[config.mk]
export PLATFORM = sky130hd
export DESIGN_NAME = psram_bridge
export DESIGN_NICKNAME = d
export VERILOG_FILES = /design/src/rtl/psram_bridge.sv
export SDC_FILE = /design/constraint.sdc
export NUM_CORES = 1
export LEC_CHECK = 0
export CAP_MARGIN = 15
export CORE_ASPECT_RATIO = 1.1
export CORE_UTILIZATION = 30
export CTS_CLUSTER_SIZE = 40
export DETAILED_ROUTE_END_ITERATION = 6
export HOLD_SLACK_MARGIN = 0.03
export PLACE_DENSITY = 0.55
export REMOVE_ABC_BUFFERS = 1
export SLEW_MARGIN = 0
export SYNTH_ARGS = -nofsm -noshare
export SYNTH_HDL_FRONTEND = slang
export SYNTH_SLANG_ARGS = --single-unit
export TNS_END_PERCENT = 1
[constraint.sdc]
create_clock -name clk_i -period 7.46 [get_ports clk_i]
set_clock_uncertainty 0.05 [all_clocks]
set_input_delay 0.746 -clock clk_i [delete_from_list [all_inputs] [get_ports clk_i]]
set_output_delay 0.746 -clock clk_i [all_outputs]
set_load 0.005 [all_outputs]
[src/rtl/psram_bridge.sv]
// psram_bridge: splits byte/half/word requests at any alignment into 16-bit PSRAM driver transactions.
// Optional one-halfword read buffer enabled by defining PSRAM_BRIDGE_RDBUF_EN.
module psram_bridge #(
   parameter int ADDR_WIDTH = 23
) (
   input  logic                  clk_i,
   input  logic                  rst_i,
   input  logic                  stb_i,
   input  logic                  we_i,
   input  logic [1:0]            size_i,
   input  logic [ADDR_WIDTH-1:0] addr_i,
   input  logic [31:0]           data_i,
   output logic                  ack_o,
   output logic [31:0]           data_o,
   output logic                  busy_o,
   output logic                  mem_stb_o,
   output logic                  mem_we_o,
   output logic [3:0]            mem_sel_o,
   output logic [ADDR_WIDTH-2:0] mem_addr_o,
   output logic [31:0]           mem_data_o,
   input  logic                  mem_ack_i,
   input  logic [31:0]           mem_data_i
);
   localparam int HW = ADDR_WIDTH - 1;
   typedef enum logic [1:0] {S_IDLE, S_ISSUE, S_WAIT, S_DONE} state_t;
   state_t state, state_nx;
   logic we_q, odd_q;
   logic [1:0] n_q, k_q, sel0_q, sel, n_in;
   logic [HW-1:0] hw_q, seg_addr;
   logic [47:0] wstream_q, asm_q, asm_nx;
   logic [31:0] wmask;
   logic [15:0] rd_hw;
   logic active, last, hit, seg_done, capture;
   logic unused_ok;
   assign unused_ok = ^mem_data_i[31:16];
   assign n_in = size_i == 2'd0 ? 2'd1 : size_i == 2'd1 ? {1'b0, addr_i[0]} + 2'd1 : {1'b0, addr_i[0]} + 2'd2;
   assign wmask = size_i == 2'd0 ? {24'b0, data_i[7:0]} : size_i == 2'd1 ? {16'b0, data_i[15:0]} : data_i;
   assign seg_addr = hw_q + HW'(k_q);
   assign last = k_q == n_q - 2'd1;
   assign sel = k_q == 2'd0 ? sel0_q : (last && odd_q) ? 2'b01 : 2'b11;
   assign active = state == S_ISSUE || state == S_WAIT;
   assign seg_done = (state == S_WAIT && mem_ack_i) || hit;
   assign capture = seg_done && !we_q;
`ifdef PSRAM_BRIDGE_RDBUF_EN
   logic buf_v;
   logic [HW-1:0] buf_tag;
   logic [15:0] buf_data;
   // the buffer only ever holds full halfwords, so a tag match covers both lanes
   assign hit = state == S_ISSUE && !we_q && buf_v && buf_tag == seg_addr;
   assign rd_hw = hit ? buf_data : mem_data_i[15:0];
   always_ff @(posedge clk_i or posedge rst_i) begin
      if (rst_i) begin
         buf_v <= 1'b0;
         buf_tag <= '0;
         buf_data <= '0;
      end else if (state == S_WAIT && mem_ack_i && !we_q && sel == 2'b11) begin
         buf_v <= 1'b1;
         buf_tag <= seg_addr;
         buf_data <= mem_data_i[15:0];
      end else if (mem_stb_o && we_q && seg_addr == buf_tag) begin
         buf_v <= 1'b0;
      end
   end
`else
   assign hit = 1'b0;
   assign rd_hw = mem_data_i[15:0];
`endif
   assign mem_stb_o = state == S_ISSUE && !hit;
   assign mem_we_o = active && we_q;
   assign mem_sel_o = active ? {2'b00, sel} : 4'b0;
   assign mem_addr_o = active ? seg_addr : '0;
   assign mem_data_o = (active && we_q) ? {16'b0, wstream_q[{k_q, 4'b0} +: 16]} : 32'b0;
   assign ack_o = state == S_DONE;
   assign busy_o = state != S_IDLE;
   always_comb begin
      asm_nx = asm_q;
      if (capture && sel[0]) asm_nx[{k_q, 4'b0} +: 8] = rd_hw[7:0];
      if (capture && sel[1]) asm_nx[{k_q, 4'b0} + 6'd8 +: 8] = rd_hw[15:8];
   end
   always_comb begin
      state_nx = state;
      case (state)
         S_IDLE:  state_nx = stb_i ? S_ISSUE : S_IDLE;
         S_ISSUE: state_nx = hit ? (last ? S_DONE : S_ISSUE) : S_WAIT;
         S_WAIT:  state_nx = mem_ack_i ? (last ? S_DONE : S_ISSUE) : S_WAIT;
         default: state_nx = S_IDLE;
      endcase
   end
   always_ff @(posedge clk_i or posedge rst_i) begin
      if (rst_i) begin
         state <= S_IDLE;
         we_q <= 1'b0;
         odd_q <= 1'b0;
         n_q <= '0;
         k_q <= '0;
         sel0_q <= '0;
         hw_q <= '0;
         wstream_q <= '0;
         asm_q <= '0;
         data_o <= '0;
      end else begin
         state <= state_nx;
         if (state == S_IDLE && stb_i) begin
            we_q <= we_i;
            odd_q <= addr_i[0];
            n_q <= n_in;
            k_q <= '0;
            sel0_q <= addr_i[0] ? 2'b10 : size_i == 2'd0 ? 2'b01 : 2'b11;
            hw_q <= addr_i[ADDR_WIDTH-1:1];
            wstream_q <= addr_i[0] ? {8'b0, wmask, 8'b0} : {16'b0, wmask};
            asm_q <= '0;
         end else begin
            asm_q <= asm_nx;
            if (seg_done && !last) k_q <= k_q + 2'd1;
            if (seg_done && last) data_o <= odd_q ? asm_nx[39:8] : asm_nx[31:0];
         end
      end
   end
endmodule

==> results.yml <==
drt:
  vias: 6204
  routedWlPerCell_um: 17.4
  drtIter0Drc: 336
  totalWireLength_um: 21600
  avgViaCountPerCell: 5.00
  drc: 0
  drtPass1Iterations: 4
  ant_nets: 0
cts:
  clockBufferDepth: 2
  clk_latency_ns: 0.41
  clk_pin_slew_ns: 0.06
  cts.sinks: 144
  ctsHoldBuffers: 0
  numCtsBuffers: 17
  htreeDepth: 4
  cts_resized: 0
  cts-root-buf: "clkbuf_16"
  postCtsSetupBuffers: 0
  tritoncts: "done"
synth:
  yosys.area.top_type: "dfrtp_1"
  synthArstFlopShare: 1.00
  syn_area_per_cell_um2: 9.23
  yosys.cell_types.count: 48
  ys_ff_latch: 144
  yosys-top-cells-area: "dfrtp_1, nand2_1, nor2_1"
  synth_ff_type: "dfrtp_1"
  netlist.area_leader.share: 0.490
  synth-edff-count: 0
  synthCells: 796
  yosysSeqAreaShare: 0.490
  synth.cell_area_mm2: 0.00735
  ys_warn_count: 0
grt:
  grtUsageMet2: 0.277
  antenna_found_initial: 0
  grtUsageTotal: 0.180
  grt_use_met1: 0.243
  grt_max_degree: 80
  grt-busiest-layer: "met2"
  use_met3: 0.0440
  grt_overflow: 0
  grt_pass1_vias: 6122
  grt_pass1_wl_um: 34500
power_and_ir_drop:
  ir_drop_mv: 0.164
  switchingPower_mw: 1.22
  pwr-share-clk: 0.262
  swShare: 0.361
  power_frac_comb: 0.381
  power_density_mw_per_mm2: 352
  total_power_mw: 3.40
  power.internal_mw: 2.17
  p_seq_frac: 0.356
  leakage_nw: 4.24
final_layout:
  final_layout_size_suffix_gt1_frac: 0.0577
  final_cell_area_mm2: 0.00966
  areaGrowthSynthToFinish_pct: 31.5
  nNetsFinal: 1030
  final_cell_mix: "nand2_1, clkdlybuf4s50_1, dfrtp_1"
  mostFrequentLayoutCell: "nand2_1"
  final_cells: 1241
  antenna_cells: 0
setup_path:
  crit_type: "reg -> out"
  worstPathMaxFanout: 15
  path_buf_inv: 2
  worst_path_max_delay_cell: "dfrtp_1"
  worstPathArrival_ns: 3.94
  rrSetupSlack_ns: 3.97
  setup.worst_path.start_class: "flop"
  cp_data_required_time_ns: 6.66
  slowest_delay_ns: 0.87
  crit_chain: "inv_1 > fa_1 > nor4_1 > nand3_1 > xnor2_1 > and2_1 > clkdlybuf4s50_1"
  endpoint_kind: "output port"
  critical_path.top_delay_family: "simple AND/OR/NAND/NOR gates"
timing:
  timing.final.crit_share: 0.635
  setup_slack_ns: 2.72
  finalSetupViolations: 0
  finalHoldViolCount: 0
  slew_headroom: 0.284
  max_freq_mhz: 211
  layout_min_cycle_time_ns: 4.74
  finalSetupTns_ns: 0
  tightest_slew_ns: 1.07
  rsz0062_at_grt: "no"
  drv_slew: 0
placed_design:
  place_area_mm2: 0.00905
  dp.cells: 1209
  dp_slack_ns: 3.08
  dp.final_hpwl_um: 14100
  gp_congestion: 0.805
  port-buffer-count: 153
outcome:
  status: "completed"
floorplan:
  rows: 59
  io_pins: 188
  initial_utilization: 0.308
  die_x_um: 151
  dieArea_mm2: 0.0251
  fp.dieH_um: 166
  core_area_mm2: 0.0238
job:
  drv_cap: 0
min_path:
  hold_class: "reg -> reg"
==> worst min-delay path, delay by kind of cell, from the launching register on <==
kind               cells  cell delay [ns]
and+or+nand+nor        1             0.04
DFF                    1             0.34
AOI/OAI and AO/OA      1             0.06
==> synth_stat cells, drive strengths merged (16+ instances only) <==
cell type / number
a21oi: 34
mux2i: 28
a32oi: 24
o211ai: 17
nand3: 20
o21ai: 34
clkbuf: 40
dfrtp: 144
buf: 29
nand2: 167
and2: 20
a22o: 16
nor2: 75
==> final cells by class <==
class                           instances  area (um2)
Multi-Input combinational cell        588        3430
Sequential cell                       144        3600
Inverter                               12        50.0
Clock inverter                         12         156
Fill cell                            2401       14200
Timing Repair Buffer                  160        1580
Clock buffer                           20         457
Tap cell                              305         382
==> metrics by stage <==
stage	hold slack, ns	util
4_1_cts	0.435	0.405
3_5_place_dp	0.420	0.379
5_1_grt	0.451	0.405
6_report	0.430	0.405
2_1_floorplan	0.399	-
3_3_place_gp	0.412	0.379
==> metal layers <==
| metal | vias to the layer above | routed length, um |
|---|---|---|
| met5 | - | 0 |
| met4 | 0 | 443 |
| met3 | 29 | 1340 |
| met2 | 213 | 10100 |
| met1 | 2971 | 9710 |
| li1 | 2991 | - |
==> kinds of logic after synthesis <==
group | count (synthesis) | share of synthesized area
XOR/XNOR | 18 | 0.0215
AND/OR/NAND/NOR | 351 | 0.219
AO/OA/AOI/OAI | 160 | 0.155
other | 1 | 0.000510
buffers and inverters | 81 | 0.0524
adder cells (fa/ha/maj) | 13 | 0.0232
flip-flops | 144 | 0.490
multiplexers | 28 | 0.0381
==> final timing paths <==
check                         startpoint        endpoint  cells after the start
max in group asynchronous          rst_i         hw_q[1]                      3
min in group asynchronous          rst_i      data_o[19]                      2
max reg2reg                       k_q[1]       data_o[7]                      6
min reg2reg                wstream_q[29]   wstream_q[29]                      2
max                               k_q[1]  mem_addr_o[20]                      7
min                        wstream_q[29]   wstream_q[29]                      2
==> power by group through the flow <==
stage	Sequential (mW)	Clock, mW	Combinational (mW)
final	1.21	0.891	1.30
after global routing	1.25	0.946	1.46
after CTS	1.21	0.914	1.32
after detailed placement	1.23	0	1.31
after global placement	1.22	0	1.31
after floorplan	1.19	0	0.683
==> sequential cells by signal, summed over array words and instances (netlist names) <==
signal and flops:
asm_q 40, data_o 32, hw_q 22, k_q 2, n_q 2, odd_q 1, sel0_q 2, state 2
we_q 1, wstream_q 40
Power figures use the tool's default switching activity.
